File: config.mk
export PLATFORM = sky130hd
export DESIGN_NAME = npu_pe_feeder
export DESIGN_NICKNAME = d
export VERILOG_FILES = /design/src/rtl/npu_pkg.sv /design/src/rtl/npu_feed_agen.sv /design/src/rtl/npu_pe_feeder.sv
export SDC_FILE = /design/constraint.sdc
export NUM_CORES = 1
export LEC_CHECK = 0
export BUFFER_PORTS_ARGS = -buffer_cell sky130_fd_sc_hd__buf_2
export CORE_UTILIZATION = 50
export CTS_CLUSTER_SIZE = 16
export DETAILED_ROUTE_END_ITERATION = 10
export PLACE_DENSITY_LB_ADDON = 0.2
export SYNTH_ARGS = -nofsm -noshare
export SYNTH_HDL_FRONTEND = slang
export SYNTH_SLANG_ARGS = --single-unit
File: constraint.sdc
create_clock -name clk -period 2.5 [get_ports clk]
set_input_delay 0 -clock clk [delete_from_list [all_inputs] [get_ports clk]]
set_output_delay 0 -clock clk [all_outputs]
set_load 0.1 [all_outputs]
File: src/rtl/npu_pkg.sv
// Shared NPU types and width defaults for the PE and its feeder.
// Holds no logic, so it adds no latency and has no backpressure.
package npu_pkg;
  localparam int NPU_DATA_WIDTH = 8;
  localparam int NPU_ACC_WIDTH  = 20;
  localparam int NPU_ADDR_WIDTH = 10;
  localparam int NPU_LEN_WIDTH  = 8;

  typedef enum logic [2:0] {
    S_IDLE,
    S_BIAS_RD,
    S_BIAS_LAT,
    S_STREAM,
    S_WAIT_RES,
    S_WRITE,
    S_DONE
  } feeder_state_t;
endpackage

File: src/rtl/npu_feed_agen.sv
// Feeder address generator: latched config, k/n/wp counters, buffer addresses.
// Addresses are combinational from the counters; it stalls only when beat/next_neuron are low.
module npu_feed_agen
  import npu_pkg::*;
#(
  parameter int ADDR_WIDTH = NPU_ADDR_WIDTH,
  parameter int LEN_WIDTH  = NPU_LEN_WIDTH
) (
  input  logic                  clk,
  input  logic                  rst_n,
  input  logic                  load,
  input  logic                  beat,
  input  logic                  next_neuron,
  input  logic [LEN_WIDTH-1:0]  len,
  input  logic [LEN_WIDTH-1:0]  num,
  input  logic [ADDR_WIDTH-1:0] feat_base,
  input  logic [ADDR_WIDTH-1:0] w_base,
  input  logic [ADDR_WIDTH-1:0] b_base,
  input  logic [ADDR_WIDTH-1:0] out_base,
  output logic [ADDR_WIDTH-1:0] feat_addr,
  output logic [ADDR_WIDTH-1:0] w_addr,
  output logic [ADDR_WIDTH-1:0] b_addr,
  output logic [ADDR_WIDTH-1:0] out_addr,
  output logic                  last_beat,
  output logic                  last_neuron
);
  logic [LEN_WIDTH-1:0]  len_q, num_q, k_q, n_q;
  logic [ADDR_WIDTH-1:0] fb_q, wb_q, bb_q, ob_q, wp_q;

  always_ff @(posedge clk or negedge rst_n) begin
    if (!rst_n) begin
      len_q <= '0;
      num_q <= '0;
      k_q   <= '0;
      n_q   <= '0;
      fb_q  <= '0;
      wb_q  <= '0;
      bb_q  <= '0;
      ob_q  <= '0;
      wp_q  <= '0;
    end else if (load) begin
      len_q <= len;
      num_q <= num;
      fb_q  <= feat_base;
      wb_q  <= w_base;
      bb_q  <= b_base;
      ob_q  <= out_base;
      k_q   <= '0;
      n_q   <= '0;
      wp_q  <= '0;
    end else begin
      // wp runs across neurons: weights are stored row-major, one row per neuron
      if (beat) begin
        wp_q <= wp_q + ADDR_WIDTH'(1);
        k_q  <= last_beat ? '0 : k_q + LEN_WIDTH'(1);
      end
      if (next_neuron) n_q <= n_q + LEN_WIDTH'(1);
    end
  end

  assign last_beat   = (k_q == len_q - LEN_WIDTH'(1));
  assign last_neuron = (n_q == num_q - LEN_WIDTH'(1));
  assign feat_addr   = fb_q + ADDR_WIDTH'(k_q);
  assign w_addr      = wb_q + wp_q;
  assign b_addr      = bb_q + ADDR_WIDTH'(n_q);
  assign out_addr    = ob_q + ADDR_WIDTH'(n_q);
endmodule

File: src/rtl/npu_pe_feeder.sv
// Streams bias/feature/weight bursts into one npu_pe and writes each result back.
// PE beats trail the reads by 2 cycles; no backpressure, the job stalls only in WAIT_RES.
module npu_pe_feeder
  import npu_pkg::*;
#(
  parameter int DATA_WIDTH = NPU_DATA_WIDTH,
  parameter int ACC_WIDTH  = NPU_ACC_WIDTH,
  parameter int ADDR_WIDTH = NPU_ADDR_WIDTH,
  parameter int LEN_WIDTH  = NPU_LEN_WIDTH
) (
  input  logic                  clk,
  input  logic                  rst_n,
  input  logic                  i_start,
  input  logic [LEN_WIDTH-1:0]  i_len,
  input  logic [LEN_WIDTH-1:0]  i_num,
  input  logic [ADDR_WIDTH-1:0] i_feat_base,
  input  logic [ADDR_WIDTH-1:0] i_w_base,
  input  logic [ADDR_WIDTH-1:0] i_b_base,
  input  logic [ADDR_WIDTH-1:0] i_out_base,
  output logic                  o_busy,
  output logic                  o_done,
  output logic                  o_err,
  output logic                  o_fmem_re,
  output logic [ADDR_WIDTH-1:0] o_fmem_addr,
  input  logic [DATA_WIDTH-1:0] i_fmem_rdata,
  output logic                  o_wmem_re,
  output logic [ADDR_WIDTH-1:0] o_wmem_addr,
  input  logic [DATA_WIDTH-1:0] i_wmem_rdata,
  output logic                  o_bmem_re,
  output logic [ADDR_WIDTH-1:0] o_bmem_addr,
  input  logic [ACC_WIDTH-1:0]  i_bmem_rdata,
  output logic                  o_omem_we,
  output logic [ADDR_WIDTH-1:0] o_omem_addr,
  output logic [DATA_WIDTH-1:0] o_omem_wdata,
  output logic                  o_pe_valid,
  output logic                  o_pe_last,
  output logic [DATA_WIDTH-1:0] o_pe_feature,
  output logic [DATA_WIDTH-1:0] o_pe_weight,
  output logic [ACC_WIDTH-1:0]  o_pe_bias,
  input  logic                  i_pe_valid,
  input  logic [DATA_WIDTH-1:0] i_pe_result
);
  feeder_state_t         state_q, state_d;
  logic                  zero_cfg, start_acc, last_beat, last_neuron;
  logic [ADDR_WIDTH-1:0] feat_addr, w_addr, b_addr, out_addr;
  logic                  rd_vld_q, rd_last_q;
  logic [DATA_WIDTH-1:0] result_q;

  assign zero_cfg  = (i_len == '0) || (i_num == '0);
  assign start_acc = (state_q == S_IDLE) && i_start;

  npu_feed_agen #(.ADDR_WIDTH(ADDR_WIDTH), .LEN_WIDTH(LEN_WIDTH)) u_agen (
    .clk         (clk),
    .rst_n       (rst_n),
    .load        (start_acc && !zero_cfg),
    .beat        (state_q == S_STREAM),
    .next_neuron (state_q == S_WRITE),
    .len         (i_len),
    .num         (i_num),
    .feat_base   (i_feat_base),
    .w_base      (i_w_base),
    .b_base      (i_b_base),
    .out_base    (i_out_base),
    .feat_addr   (feat_addr),
    .w_addr      (w_addr),
    .b_addr      (b_addr),
    .out_addr    (out_addr),
    .last_beat   (last_beat),
    .last_neuron (last_neuron)
  );

  always_ff @(posedge clk or negedge rst_n) begin
    if (!rst_n) state_q <= S_IDLE;
    else        state_q <= state_d;
  end

  always_comb begin
    state_d = state_q;
    case (state_q)
      S_IDLE:     if (i_start) state_d = zero_cfg ? S_DONE : S_BIAS_RD;
      S_BIAS_RD:  state_d = S_BIAS_LAT;
      S_BIAS_LAT: state_d = S_STREAM;
      S_STREAM:   if (last_beat) state_d = S_WAIT_RES;
      S_WAIT_RES: if (i_pe_valid) state_d = S_WRITE;
      S_WRITE:    state_d = last_neuron ? S_DONE : S_BIAS_RD;
      S_DONE:     state_d = S_IDLE;
      default:    state_d = S_IDLE;
    endcase
  end

  // Addresses and write data are gated so idle buses sit at zero
  always_comb begin
    o_busy       = (state_q != S_IDLE);
    o_done       = (state_q == S_DONE);
    o_fmem_re    = (state_q == S_STREAM);
    o_wmem_re    = (state_q == S_STREAM);
    o_bmem_re    = (state_q == S_BIAS_RD);
    o_omem_we    = (state_q == S_WRITE);
    o_fmem_addr  = o_fmem_re ? feat_addr : '0;
    o_wmem_addr  = o_wmem_re ? w_addr : '0;
    o_bmem_addr  = o_bmem_re ? b_addr : '0;
    o_omem_addr  = o_omem_we ? out_addr : '0;
    o_omem_wdata = o_omem_we ? result_q : '0;
  end

  always_ff @(posedge clk or negedge rst_n) begin
    if (!rst_n) begin
      rd_vld_q     <= 1'b0;
      rd_last_q    <= 1'b0;
      o_pe_valid   <= 1'b0;
      o_pe_last    <= 1'b0;
      o_pe_feature <= '0;
      o_pe_weight  <= '0;
      o_pe_bias    <= '0;
      result_q     <= '0;
      o_err        <= 1'b0;
    end else begin
      rd_vld_q     <= (state_q == S_STREAM);
      rd_last_q    <= (state_q == S_STREAM) && last_beat;
      o_pe_valid   <= rd_vld_q;
      o_pe_last    <= rd_last_q;
      o_pe_feature <= rd_vld_q ? i_fmem_rdata : '0;
      o_pe_weight  <= rd_vld_q ? i_wmem_rdata : '0;
      if (state_q == S_BIAS_LAT) o_pe_bias <= i_bmem_rdata;
      if ((state_q == S_WAIT_RES) && i_pe_valid) result_q <= i_pe_result;
      if (start_acc)                                    o_err <= zero_cfg;
      else if (i_pe_valid && (state_q != S_WAIT_RES))  o_err <= 1'b1;
    end
  end
endmodule

After elaboration in Yosys (flattened, before gate mapping)
Index checks and enable logic that the tools add are counted. Widths: inputs -> output; s select.

Register bits after elaboration: 134. Input port bits: 104. Output and inout bits: 93. Logic and storage cells: 77.

Add/subtract/negate cells: 9. Eq/ne operators: 12. Mux-type cells: 22. Reductions and logical operators: 15.

Operators by type and width (number): $mux 8 (8); $mux 10 (6); $add 10x8->10 (3); $pmux 3 s6 (1); $add 8x1->8 const B (2); $eq 8x8->1 (2); $logic_not 8->1 (2); $sub 8x1->8 const B (2); $mux 3 (5); $add 10x1->10 const B (1); $add 10x10->10 (1); $eq 3x3->1 const B (3); $eq 3x2->1 const B (2); $reduce_bool 2->1 (3); $logic_and 1x1->1 (5); $ne 2x2->1 const B (2); $eq 3x1->1 const B (1); $logic_not 3->1 (1); $ne 3x3->1 const B (1); $reduce_and 3->1 (1); $reduce_bool 3->1 (1); $mux 1 (2); $ne 2x1->1 const B (1); $logic_not 1->1 (1); $logic_or 1x1->1 (1).

Logic depth before layout (Yosys ltp)
Depth in word-level cells: 5. Depth in mapped cells: 9. Gate-level depth less buffers: 8.

Hierarchy
Synthesis repeated with hierarchy kept, for this count alone.

Cell total of the unflattened synthesis: 704. Area, all modules: 7571.0 um^2.

Modules (own cells, without submodules): npu_feed_agen (instances 1, cells each 506, area each 5246.3 um^2); npu_pe_feeder (instances 1, cells each 198, area each 2324.7 um^2).

Worst setup path after synthesis
OpenSTA, ideal clock, no wires.

Path type: register -> output. Start: register u_agen.n_q[0]. End: output o_bmem_addr[8]. Data arrival time: 4.164 ns. Path slack: -1.664 ns. Stages on the path, launching flop included: 9. Path buffers: 0. Cells stage by stage: dfrtp_1 > ha_1 > fa_1 > a21o_1 > a21oi_1 > o21bai_1 > a2111oi_0 > nor3_1 > nor3_1.

Word-level cells in the longest chain between the ends: 2.

RTL lines: from (decl) (line npu_feed_agen.sv:27) `logic [LEN_WIDTH-1:0] len_q, num_q, k_q, n_q;`; from (signal assigned) (line npu_feed_agen.sv:57) `if (next_neuron) n_q <= n_q + LEN_WIDTH'(1);`; $add 10x8->10 (line npu_feed_agen.sv:65) `assign b_addr = bb_q + ADDR_WIDTH'(n_q);`; $mux 10 (line npu_pe_feeder.sv:101) `o_bmem_addr = o_bmem_re ? b_addr : '0;`; to (decl) (line npu_pe_feeder.sv:30) `output logic [ADDR_WIDTH-1:0] o_bmem_addr,`.

No other way between the ends.

Final worst setup path
Start: register u_agen.bb_q[0]. End: output o_bmem_addr[8].

Word-level cells in the longest chain between the ends: 2.

RTL lines: from (decl) (line npu_feed_agen.sv:28) `logic [ADDR_WIDTH-1:0] fb_q, wb_q, bb_q, ob_q, wp_q;`; from (signal assigned) (line npu_feed_agen.sv:46) `bb_q <= b_base;`; $add 10x8->10 (line npu_feed_agen.sv:65); $mux 10 (line npu_pe_feeder.sv:101).

No other way between the ends.

==> flow_metrics.env <==
export IMPL_outcome="finished with violations"
export IMPL_violations="setup timing"
export IMPL_final_max_slew_viol_count=0
export IMPL_synthesis_area_per_instance_um2=9.19
export IMPL_worst_setup_path_start_kind="flip-flop"
export IMPL_gp_congestion=0.854
export IMPL_fillerInstances=892
export IMPL_clk_insertion_delay_late_ns=0.42
export IMPL_die_height_um=125
export IMPL_max_cap_viol_count=0
export IMPL_synth_cell_type_count=62
export IMPL_clk_path_buf_depth=2
export IMPL_cell_chosen_for_the_clock_root="sky130_fd_sc_hd__clkbuf_16"
export IMPL_number_of_primary_i_o_pins=197
export IMPL_timing_final_crit_share_pct=111
export IMPL_critical_path_arrival_ns=2.78
export IMPL_place_hpwl_um=13300
export IMPL_vias_per_cell=5.24
export IMPL_cts_buffers=17
export IMPL_gr_total_overflow=0
export IMPL_first_global_vias=7394
export IMPL_postRouteAntennaNets=0
export IMPL_die_area_um2=15500
export IMPL_critPathKind="reg -> out"
export IMPL_cp_end_kind="output pin"
export IMPL_tritoncts_clock_tree="yes"
export IMPL_synthToLayoutAreaGrowth_pct=53.7
export IMPL_global_route_wire_length_before_repair_um=34900
export IMPL_seq_area_frac_synth_pct=44.7
export IMPL_finish_utilization_pct=79.1
export IMPL_detail_route_drc_violations=0
export IMPL_final_hold_viol_count=0
export IMPL_routed_wire_length_per_instance_um=15.8
export IMPL_fmax_ghz=0.360
export IMPL_floorplan_die_width_um=125
export IMPL_ys_warnings_count=0
export IMPL_postSynth_topFlopCell="sky130_fd_sc_hd__dfrtp_1"
export IMPL_setup_repair_after_global_routing_missed_its_margin="yes"
export IMPL_initial_utilization_pct=51.4
export IMPL_post_route_worst_setup_slack_ns=-0.281
export IMPL_grt_util_all_layers_pct=27.9
export IMPL_finalNetCount=1300
export IMPL_worst_slew_slack_as_a_fraction_of_its_limit_pct=57.6
export IMPL_synth_cell_area_um2=7510
export IMPL_synthesis_nets=963
export IMPL_antenna_found_initial=0
export IMPL_required_ns=2.50
export IMPL_max_slew_worst_pin_slew_ns=0.635
export IMPL_async_flop_share_pct=100
export IMPL_worst_clock_skew_ns=0.00779
export IMPL_vias=7083
export IMPL_drt_first_pass_iters=5
export IMPL_antenna_cells=0
export IMPL_drtIter0Drc=318
export IMPL_post_route_cells_drive_above_1_share_pct=34.4
export IMPL_cts_sinks=134
export IMPL_num_rows=44
export IMPL_postSynthCellCount=817
export IMPL_clk_transition_reported_paths_ns=0.06
export IMPL_worst_path_max_fanout=2
export IMPL_grt_start_max_net_pins=69
export IMPL_fin_crit_ns=2.78
export IMPL_cts_htree_levels=4
export IMPL_core_um2=14600
export IMPL_synth_ff_latch_count=134
export IMPL_hp_class="in -> async"
export IMPL_synth_enable_flop_cells=0
export IMPL_setup_viol=7
export IMPL_routed_wl_um=21400
export IMPL_placement_io_buffers=196
==> path summary, 6_finish.rpt <==
check	startpoint	endpoint	slack (ns)	cells after the start
max	u_agen.bb_q[0]$_DFFE_PN0P_	o_bmem_addr[8]	-0.28	10
min	rst_n	o_pe_feature[3]$_DFF_PN0_	0.15	2
max reg2reg	u_agen.len_q[0]$_DFFE_PN0P_	u_agen.k_q[6]$_DFFE_PN0P_	0.27	6
min reg2reg	rd_last_q$_DFF_PN0_	o_pe_last$_DFF_PN0_	0.35	0
max in group asynchronous	rst_n	o_pe_bias[7]$_DFFE_PN0P_	1.63	3
min in group clk	i_w_base[2]	u_agen.wb_q[2]$_DFFE_PN0P_	0.30	4
==> repair_timing <==
action                                 CTS  global route
endpoints found under the hold margin  168             0
hold buffers                           103             0
buffers inserted                        13             8
resized for setup                       42            43
pin swaps                               29            20
setup endpoints to repair               24            32
==> final cells by class <==
class                      instances  area [µm²]  share of cell area (%)
sequential                       134        3360                    29.1
inverter                          21        87.6                   0.759
multi-input combinational        629        4400                    38.1
tap                              184         230                    2.00
timing repair buffer             351        2890                    25.1
clock inverter                    13         124                    1.07
clock buffer                      19         443                    3.84
==> flip-flops by register name, summed over array words and instances, names as in the netlist, 3 cells and up <==
register / cells
o_pe_bias: 20
u_agen.bb_q: 10
u_agen.fb_q: 10
u_agen.ob_q: 10
u_agen.wb_q: 10
u_agen.wp_q: 10
o_pe_feature: 8
o_pe_weight: 8
result_q: 8
u_agen.k_q: 8
u_agen.len_q: 8
u_agen.n_q: 8
u_agen.num_q: 8
state_q: 3
==> kinds of logic after synthesis <==
logic type,Yosys count,share of synthesized area (%)
and+or+nand+nor,387,24.2
DFF,134,44.7
AOI/OAI and AO/OA,119,10.2
buffers and inverters,54,3.08
xor gates and xnor gates,47,5.48
adders and majority gates,42,7.40
muxes,34,5.00
==> worst max-delay path, stage by stage, from the launching register on <==
cell                        delay (ns)
sky130_fd_sc_hd__dfrtp_1          0.39
sky130_fd_sc_hd__ha_2             0.20
sky130_fd_sc_hd__fa_2             0.35
sky130_fd_sc_hd__a21o_1           0.19
sky130_fd_sc_hd__a21oi_2          0.15
sky130_fd_sc_hd__o21bai_1         0.12
sky130_fd_sc_hd__a2111oi_1        0.35
sky130_fd_sc_hd__buf_4            0.18
sky130_fd_sc_hd__o21a_1           0.17
sky130_fd_sc_hd__nor3_4           0.06
sky130_fd_sc_hd__buf_12           0.18
==> synth_stat cells (all sizes together) (6+ instances only) <==
cell | count | share of area, %
o21ai | 28 | 1.9
nand2 | 199 | 10
mux2 | 28 | 4.2
mux2i | 6 | 0.80
nor2 | 58 | 2.9
a21oi | 38 | 2.5
buf | 9 | 0.77
dfrtp | 134 | 45
or3 | 12 | 1.1
a21o | 9 | 0.90
xnor2 | 26 | 3.0
o21a | 6 | 0.60
nand2b | 6 | 0.50
and3 | 7 | 0.65
nand4 | 10 | 0.92
nor3 | 16 | 1.2
ha | 38 | 6.3
and2 | 32 | 2.7
or2 | 7 | 0.58
nand3 | 12 | 0.80
clkbuf | 24 | 1.2
o21bai | 7 | 0.70
xor2 | 21 | 2.5
inv | 20 | 1.0
==> per-stage QoR <==
step	TNS, ns	instances	worst slack, ns	area [µm²]	hold WS [ns]
6_report	-1.01	1351	-0.281	11500	0.151
5_1_grt	-2.19	1351	-0.375	11500	0.192
4_1_cts	-0.959	1343	-0.265	11300	0.165
3_5_place_dp	-0.0560	1195	-0.0381	9440	0.0348
3_3_place_gp	0	1195	0.0109	9440	0.0351
2_1_floorplan	-0.741	817	-0.435	7700	-0.296
==> layer usage <==
metal | vias to the layer above | share of wire [%] | global-route usage (%) | wire [µm]
li1 | 3440 | - | - | -
met1 | 3397 | 40 | 32.3 | 8600
met2 | 199 | 53 | 50.4 | 11400
met3 | 47 | 3.9 | 5.88 | 837
met4 | 0 | 2.4 | 10.5 | 515
met5 | - | 0 | 0 | 0
==> placed cells by master, fill, tap and decap left out, types with 21 or more instances in the layout <==
| cell type | n |
|---|---|
| sky130_fd_sc_hd__buf_12 | 30 |
| sky130_fd_sc_hd__a21oi_1 | 22 |
| sky130_fd_sc_hd__xnor2_1 | 26 |
| sky130_fd_sc_hd__ha_1 | 31 |
| sky130_fd_sc_hd__nand2_1 | 195 |
| sky130_fd_sc_hd__dfrtp_1 | 129 |
| sky130_fd_sc_hd__buf_4 | 50 |
| sky130_fd_sc_hd__nor2_1 | 49 |
| sky130_fd_sc_hd__and2_1 | 32 |
| sky130_fd_sc_hd__dlygate4sd3_1 | 103 |
| sky130_fd_sc_hd__mux2_2 | 28 |
| sky130_fd_sc_hd__buf_2 | 161 |
| sky130_fd_sc_hd__o21ai_0 | 21 |
Power is not shown: default switching activity piles up to over one toggle a cycle in this logic, so the estimate is an artifact.
